[config.mk]
export PLATFORM = sky130hd
export DESIGN_NAME = imem_loader
export DESIGN_NICKNAME = d
export VERILOG_FILES = /design/src/rtl/imem_loader_pkg.sv /design/src/rtl/imem_byte_packer.sv /design/src/rtl/imem_loader.sv
export SDC_FILE = /design/constraint.sdc
export NUM_CORES = 1
export LEC_CHECK = 0
export CAP_MARGIN = 0
export CELL_PAD_IN_SITES_DETAIL_PLACEMENT = 0
export CELL_PAD_IN_SITES_GLOBAL_PLACEMENT = 1
export CORE_MARGIN = 2
export CORE_UTILIZATION = 30
export CTS_CLUSTER_DIAMETER = 60
export DETAILED_ROUTE_END_ITERATION = 6
export GPL_TIMING_DRIVEN = 0
export PLACE_DENSITY_LB_ADDON = 0.1
export SLEW_MARGIN = 20
export SYNTH_ARGS = -nofsm -noshare
export SYNTH_HDL_FRONTEND = slang
export SYNTH_SLANG_ARGS = --single-unit
[constraint.sdc]
create_clock -name clk -period 2.3 [get_ports clk]
set_clock_uncertainty 0.05 [all_clocks]
set_input_delay 0.46 -clock clk [delete_from_list [all_inputs] [get_ports clk]]
set_output_delay 0.46 -clock clk [all_outputs]
set_load 0.01 [all_outputs]
[src/rtl/imem_loader_pkg.sv]
// Shared definitions for the instruction-memory image loader.
package imem_loader_pkg;

  localparam int BYTES_PER_WORD = 4;
  localparam int BYTE_IDX_W     = 2;

  // Loader FSM encoding, kept as plain constants for legacy tooling.
  localparam logic [2:0] IDLE  = 3'd0;
  localparam logic [2:0] HDR   = 3'd1;
  localparam logic [2:0] DATA  = 3'd2;
  localparam logic [2:0] WRITE = 3'd3;
  localparam logic [2:0] DONE  = 3'd4;
  localparam logic [2:0] ERR   = 3'd5;

endpackage

[src/rtl/imem_byte_packer.sv]
// Packs a byte stream into 32-bit little-endian words. The fourth byte is
// merged combinationally so the completed word is usable on the same edge
// that accepts that byte.
module imem_byte_packer
  import imem_loader_pkg::*;
(
  input  logic        clk,
  input  logic        rst,
  input  logic        clear_i,
  input  logic        push_i,
  input  logic [7:0]  byte_i,
  output logic [31:0] word_o,
  output logic        word_valid_o
);

  logic [BYTE_IDX_W-1:0] idx_q;
  logic [23:0]           shift_q;

  // Track byte position and shift earlier bytes down so byte 0 ends at [7:0].
  always_ff @(posedge clk) begin
    // NOTE: state registers use non-blocking assignments so every flop
    // samples the pre-edge values regardless of statement order.
    if (!rst) begin
      idx_q   <= '0;
      shift_q <= '0;
    end else if (clear_i) begin
      idx_q   <= '0;
      shift_q <= '0;
    end else if (push_i) begin
      idx_q   <= idx_q + 1'b1;
      shift_q <= {byte_i, shift_q[23:8]};
    end
  end

  assign word_o       = {byte_i, shift_q};
  assign word_valid_o = push_i && (idx_q == BYTE_IDX_W'(BYTES_PER_WORD - 1));

endmodule

[src/rtl/imem_loader.sv]
// Loads a length-prefixed program image into instruction memory and holds
// the core in reset until the image has been written.
module imem_loader
  import imem_loader_pkg::*;
#(
  parameter int                AWIDTH    = 32,
  parameter int                DWIDTH    = 32,
  parameter logic [AWIDTH-1:0] BASE_ADDR = 32'h0100_0000,
  parameter int                MAX_WORDS = 4096
) (
  input  logic              clk,
  input  logic              rst,
  input  logic              start_i,
  input  logic              byte_valid_i,
  input  logic [7:0]        byte_data_i,
  output logic              byte_ready_o,
  output logic [AWIDTH-1:0] addr_o,
  output logic [DWIDTH-1:0] data_o,
  output logic              write_en_o,
  output logic              read_en_o,
  output logic              busy_o,
  output logic              done_o,
  output logic              error_o,
  output logic              core_hold_o
);

  // Wide enough to hold MAX_WORDS itself, not just MAX_WORDS-1.
  localparam int IDX_W = $clog2(MAX_WORDS + 1);

  logic [2:0]        state_q, state_d;
  logic [IDX_W-1:0]  count_q;
  logic [IDX_W-1:0]  word_idx_q;
  logic [IDX_W-1:0]  next_idx;
  logic [DWIDTH-1:0] word_q;
  logic              push;
  logic              start_accept;
  logic [31:0]       pk_word;
  logic              pk_valid;

  assign push         = byte_valid_i && byte_ready_o;
  assign start_accept = start_i && (state_q == IDLE || state_q == DONE);
  assign next_idx     = word_idx_q + IDX_W'(1);

  imem_byte_packer u_packer (
    .clk          (clk),
    .rst          (rst),
    .clear_i      (start_accept),
    .push_i       (push),
    .byte_i       (byte_data_i),
    .word_o       (pk_word),
    .word_valid_o (pk_valid)
  );

  // Next-state selection; the header is range-checked at full 32-bit width.
  always_comb begin
    // NOTE: defaulting state_d first keeps every path assigned, so no latch.
    state_d = state_q;
    case (state_q)
      IDLE:  if (start_i) state_d = HDR;
      HDR: begin
        if (pk_valid) begin
          if (pk_word == 32'd0)                 state_d = DONE;
          else if (pk_word > 32'(MAX_WORDS))    state_d = ERR;
          else                                  state_d = DATA;
        end
      end
      DATA:  if (pk_valid) state_d = WRITE;
      WRITE: state_d = (next_idx == count_q) ? DONE : DATA;
      DONE:  if (start_i) state_d = HDR;
      ERR:   state_d = ERR;
      default: state_d = IDLE;
    endcase
  end

  // State, word count, write index and the word awaiting its write cycle.
  always_ff @(posedge clk) begin
    if (!rst) begin
      state_q    <= IDLE;
      count_q    <= '0;
      word_idx_q <= '0;
      word_q     <= '0;
    end else begin
      state_q <= state_d;
      if (start_accept)
        word_idx_q <= '0;
      if (state_q == HDR && pk_valid)
        count_q <= IDX_W'(pk_word);
      if (state_q == DATA && pk_valid)
        word_q <= DWIDTH'(pk_word);
      if (state_q == WRITE)
        word_idx_q <= next_idx;
    end
  end

  assign byte_ready_o = (state_q == HDR) || (state_q == DATA);
  assign write_en_o   = (state_q == WRITE);
  assign read_en_o    = 1'b0;
  assign addr_o       = write_en_o ? BASE_ADDR + (AWIDTH'(word_idx_q) << 2) : '0;
  assign data_o       = write_en_o ? word_q : '0;
  assign busy_o       = (state_q == HDR) || (state_q == DATA) || (state_q == WRITE);
  assign done_o       = (state_q == DONE);
  assign error_o      = (state_q == ERR);
  assign core_hold_o  = (state_q != DONE);

endmodule

# Yosys cells after proc, flatten, opt, wreduce, memory -nomap -nowiden
# Index checks and enable logic that the tools add are counted.
classes:
  add_sub_neg: 3
  order_cmp: 1
  eq_ne: 11
  mux: 11
  n_bitwise: 1
  n_reduce_logical: 14
ops:
  columns: ["cell", "count"]
  rows:
  - ["greater-than comparator 32 x 13 -> 1 bit, second input constant", 1]
  - ["zero test 32 bit", 1]
  - ["2-to-1 mux 32 bit", 1]
  - ["adder 25 x 15 -> 26 bit, first input constant", 1]
  - ["2-to-1 mux 13 bit", 2]
  - ["2-to-1 mux 26 bit", 1]
  - ["2-to-1 mux 3 bit", 6]
  - ["one-hot mux 3 bit (5 select lines)", 1]
  - ["adder 13 x 1 -> 13 bit, second input constant", 1]
  - ["equality test 13 bit", 1]
  - ["equality test 3 x 2 -> 1 bit, second input constant", 2]
  - ["equality test 3 bit, second input constant", 2]
  - ["logical AND 1 bit", 5]
  - ["inequality test 2 bit, second input constant", 2]
  - ["OR reduction 2 bit", 2]
  - ["equality test 3 x 1 -> 1 bit, second input constant", 1]
  - ["zero test 3 bit", 1]
  - ["logical OR 1 bit", 3]
  - ["inequality test 3 bit, second input constant", 1]
  - ["AND reduction 3 bit", 1]
  - ["adder 2 x 1 -> 2 bit, second input constant", 1]
  - ["equality test 2 bit, second input constant", 1]
  - ["inequality test 2 x 1 -> 1 bit, second input constant", 1]
  - ["nonzero test 2 bit", 1]
  - ["inverter 1 bit", 1]
totals:
  ff_bits: 87
  in_bits: 12
  out_inout_bits: 71
  word_cells: 47

# Depth between registers and ports, before layout
depth:
  word_depth: 6
  depth_mapped: 9
  ltp_nobuf: 7

# Hierarchy
# Synthesis repeated with hierarchy kept, for this count alone.
unflattened:
  hier_cells: 554
  hier_area_um2: 4423.0
modules_own_cells:
  columns: ["mod", "n_inst", "cells_per_inst", "area_each_um2", "seq_area_each_um2"]
  rows:
  - ["imem_loader", 1, 459, 3375.7, 1221.2]
  - ["imem_byte_packer", 1, 95, 1047.3, 520.5]

# Least setup slack after synthesis
# No wires, ideal clock.
synth_path:
  path_type: "register -> register"
  start: "register word_idx_q[0]"
  end: "register state_q[1]"
  setup_time_ns: 0.119
  t_arrival_ns: 1.707
  required_time_ns: 2.131
  path_slack_ns: 0.425
  stages_incl_launch_ff: 9
  path_buffers: 1
  period_less_slack_ns: 1.875
  cell_sequence: "dfxtp_1 -> ha_1 -> nand3_2 -> buf_2 -> a211oi_1 -> a22oi_1 -> a21oi_1 -> nand3_1 -> o221a_1"
synth_between:
  elab_chain_len: 4
synth_rtl:
  columns: ["element", "line_no", "text"]
  rows:
  - ["from (decl)", "imem_loader.sv:32", "logic [IDX_W-1:0] word_idx_q;"]
  - ["from (signal assigned)", "imem_loader.sv:91", "word_idx_q <= next_idx;"]
  - ["adder 13 x 1 -> 13 bit", "imem_loader.sv:42", "assign next_idx = word_idx_q + IDX_W'(1);"]
  - ["equality test 13 bit", "imem_loader.sv:68", "WRITE: state_d = (next_idx == count_q) ? DONE : DATA;"]
  - ["2-to-1 mux 3 bit", "imem_loader.sv:68", null]
  - ["one-hot mux 3 bit (5 select lines)", "imem_loader.sv:58", "case (state_q)"]
  - ["to (signal assigned)", "imem_loader.sv:83", "state_q <= state_d;"]
  - ["to (decl)", "imem_loader.sv:30", "logic [2:0] state_q, state_d;"]
# No other way between the ends.
# A chain may end at the register's enable or synchronous reset.

# Worst setup path in the final report
layout_path:
  start: "register state_q[1]"
  end: "output addr_o[24]"
layout_between:
  elab_chain_len: 2
layout_rtl:
  columns: ["element", "line_no", "text"]
  rows:
  - ["equality test 3 x 2 -> 1 bit", "imem_loader.sv:96", "assign write_en_o = (state_q == WRITE);"]
  - ["2-to-1 mux 26 bit", "imem_loader.sv:98", "assign addr_o = write_en_o ? BASE_ADDR + (AWIDTH'(word_idx_q) << 2) : '0;"]
  - ["to (decl)", "imem_loader.sv:17", "output logic [AWIDTH-1:0] addr_o,"]
# No other way between the ends.

==> results by group <==
Finish
  – Post-Layout Cell Count: 823
  – Fin util: 40.9%
  – P&R area growth vs syn: 32.2%
  – Layout net count: roughly 650
  – Antenna cells: 0
  – Ratio of cells with drive above 1 in the final layout: between 10% and 20%
  – Fillers: between 1000 and 1500

Power and ir drop
  – Net switching power: 0.739 mW
  – Sequential share of power: 49.1%
  – Clock power frac: 44.3%
  – Internal: 2.36 mW
  – Logic pwr share: 6.6%
  – Maximum vdd drop: 296 uV
  – Pleak: 2.67 nW
  – Sw Share: 23.8%
  – Pwr Density: between 500 and 600 nW/um^2

Synth
  – Mapped Area: 4330 um^2
  – Synth async-reset ratio: 0%
  – Number of distinct library cells after synthesis: 47
  – Cell count after synthesis: between 500 and 600
  – Primary FF master, synth: dfxtp_1
  – #FFs+latches synth: 87
  – Register area share after synthesis: 40.3%
  – EDFF count, synth: 0
  – Synthesis Warnings: 0
  – Synthesized area per cell: 7.98 um^2

Floorplan
  – Initial core utilization: a little under a third
  – Rows: 43
  – Die Span Y: around 120 um
  – Die area: 15400 um^2
  – DIE WIDTH: 124 um
  – Core box area: ~14000 um^2
  – I/O pin count: 83

GRT
  – Grt ovf: 0
  – Vias in the first global route: 3708
  – Largest net degree at the start of global routing: 15
  – Initial antenna violation count: 0
  – First-pass GRT wire length: 20400 um
  – Total GRT Usage: between 10% and 20%

Routing
  – Post-DRT Antenna Nets: 0
  – DRT iter0 DRCs: between 150 and 200
  – Vias per std cell: approximately 5
  – Vias: 4010
  – DRC Markers: 0
  – Routed wire length: 13100 um
  – Drt wl/cell: 15.9 um
  – Router iterations before antenna repair: 4

Placed design
  – IO buf count: 63
  – Post-DP HPWL: 9560 um
  – Inst Count DP: 803
  – RD Place Congestion: 0.824

Worst hold path
  – Worst hold path startpoint: word_q[10]
  – Tightest Hold Check Type: register to register

STA
  – Period utilization: 99.5%
  – # setup viols final: 0
  – Final Slew Violations: 0
  – Hold Fails Final Rpt: 0
  – Slew headroom: 56.1%
  – Slew @ Worst Pin: 0.658 ns
  – RSZ-0062 raised after global routing: yes
  – Min Clock Period, post-route: 2.29 ns
  – Maximum clock rate: 437 MHz

Clock tree
  – CTS Root Cell: clkbuf_16
  – Total CTS buffers: 9
  – Clock buffer depth: 2
  – CTS tree: yes
  – Clk slew on worst S/H paths: about 0.06 ns
  – Clk Latency, worst-skew pair: 0.34 ns
  – Clk sinks: 87
  – # hold bufs at CTS: 0
  – H-tree depth: 3

Setup path
  – R2r worst-path depth: 8
  – Worst endpoint data arrival time: between 1.5 and 2 ns
  – R2R setup slack: 0.20 ns
  – Crit-path max FO: 11
  – Startpoint Class: register
  – Worst path required time: between 1.5 and 2 ns
  – CP endpoint: addr_o[24]
  – Crit path capture type: output pin
  – RR Endpoint: state_q[1]
  – Critical path class: register to output pin
  – Worst Setup SP: state_q[1]
  – R2R Path Start: word_idx_q[0]

Job
  – Max Cap Viol: 0

Outcome
  – Outcome: complete, no violations
[logic make-up (layout without fill, tap and decap cells)]
family          count (synthesis)  in the layout  synth area share (%)
mux                            39             39                  9.05
simple gates                  247            247                  27.7
compound gates                 82             82                  10.7
fa+ha+maj                       2              2                 0.578
other cells                     1             19                0.0867
flops                          87             87                  40.3
xor+xnor                       17             17                  3.44
buf+inv                        67            150                  8.19
[cell usage in the layout, fill, tap and decap left out, types with 4 or more instances in the layout]
cell type / n
dfxtp_1: 84
nand2_1: 82
nor2_1: 66
a21oi_1: 54
and3_1: 43
mux2i_1: 38
buf_4: 29
conb_1: 19
dlymetal6s2s_1: 18
clkdlybuf4s50_1: 17
dlygate4sd2_1: 17
clkbuf_2: 14
clkbuf_1: 14
o21ai_0: 13
xnor2_1: 12
clkbuf_16: 10
nand3_1: 9
buf_2: 8
clkbuf_8: 7
nor3_1: 7
nor4_1: 7
nand4_1: 5
xor2_1: 5
inv_1: 4
[how the worst min path moves through the flow]
stage	slack, ns	cells after the start	endpoint
final	0.40	2	word_q[10]
after global routing	0.41	2	word_q[8]
after CTS	0.40	2	word_q[3]
after detailed placement	0.39	2	word_q[3]
after global placement	0.39	2	word_q[19]
after floorplan	0.38	2	word_q[0]
[Yosys cell counts, types with 2 or more instances]
library cell / n / area share, %
ha_1: 2 / 0.58
and3_1: 43 / 6.2
clkbuf_1: 25 / 2.2
nand3_1: 9 / 1.0
o21ai_0: 13 / 1.5
and4_1: 2 / 0.41
nor2b_1: 3 / 0.43
xor2_1: 5 / 1.0
dfxtp_1: 87 / 40
a211oi_1: 4 / 0.69
a22oi_1: 2 / 0.35
nor2_1: 68 / 5.9
nand2b_1: 2 / 0.29
buf_4: 23 / 4.0
inv_1: 5 / 0.43
a21oi_1: 54 / 6.2
nor3_1: 9 / 1.0
nor3b_1: 3 / 0.52
clkbuf_2: 2 / 0.23
mux2i_1: 38 / 8.8
xnor2_1: 12 / 2.4
buf_2: 11 / 1.3
nand4_1: 5 / 0.72
nand2_1: 83 / 7.2
nor4_1: 8 / 1.2
or3_1: 3 / 0.43
[cell type report]
type,instances,area (um^2),area share [%]
Sequential cell,87,1750,30.5
Tap cell,180,225,3.94
Clock buffer,11,243,4.25
Buffer,61,452,7.90
Multi-Input combinational cell,406,2360,41.3
Inverter,6,25.0,0.438
Timing Repair Buffer,68,637,11.1
Clock inverter,4,30.0,0.525
[state kept, by name (all words and copies together), names as in the netlist]
name              flops
count_q              13
u_packer.idx_q        2
word_idx_q           13
word_q               32
state_q               3
u_packer.shift_q     24
[power groups by stage]
stage | clock (mW) | sequential, mW | combinational (mW)
3_5_place_dp | 0 | 1.55 | 0.188
2_1_floorplan | 0 | 1.55 | 0.121
5_1_grt | 1.48 | 1.52 | 0.223
3_3_place_gp | 0 | 1.55 | 0.186
6_report | 1.37 | 1.52 | 0.206
4_1_cts | 1.42 | 1.52 | 0.203
[routing by layer]
layer / vias to the layer above / routed length, um / part of all wire (%) / GRT usage [%]
met5: - / 0 / 0 / 0
met4: 0 / 160 / 1.2 / 6.18
met3: 11 / 583 / 4.4 / 2.84
met2: 91 / 5910 / 45 / 27.2
met1: 1886 / 6460 / 49 / 25.0
li1: 2022 / - / - / -
[critical path, cell delays in order (launching register included)]
cell and delay (ns):
dfxtp_2 0.33, nor2b_2 0.15, buf_6 0.13, buf_4 0.15, nand2_8 0.09, inv_4 0.05, buf_8 0.14, buf_4 0.12
dlygate4sd2_1 0.27
[timing repair]
action                                  in CTS  in global routing
gates resized for setup                     75                 52
buffers inserted                             2                  3
endpoints found under the hold margin        0                  0
endpoints found under the setup margin      71                 32
pin swaps                                    1                  0
[stage by stage]
step / hold WS (ns) / cell area [um^2] / setup TNS, ns / total power [mW] / setup slack (ns)
2_1_floorplan: 0.382 / 4390 / 0 / 1.67 / 0.425
3_3_place_gp: 0.389 / 5250 / -27.05 / 1.74 / -0.456
3_5_place_dp: 0.394 / 5250 / -26.59 / 1.74 / -0.417
4_1_cts: 0.402 / 5650 / -2.41 / 3.14 / -0.142
5_1_grt: 0.415 / 5720 / -0.101 / 3.22 / -0.0569
6_report: 0.399 / 5720 / 0 / 3.10 / 0.0125
No activity file was read; power rests on OpenSTA's default activity.
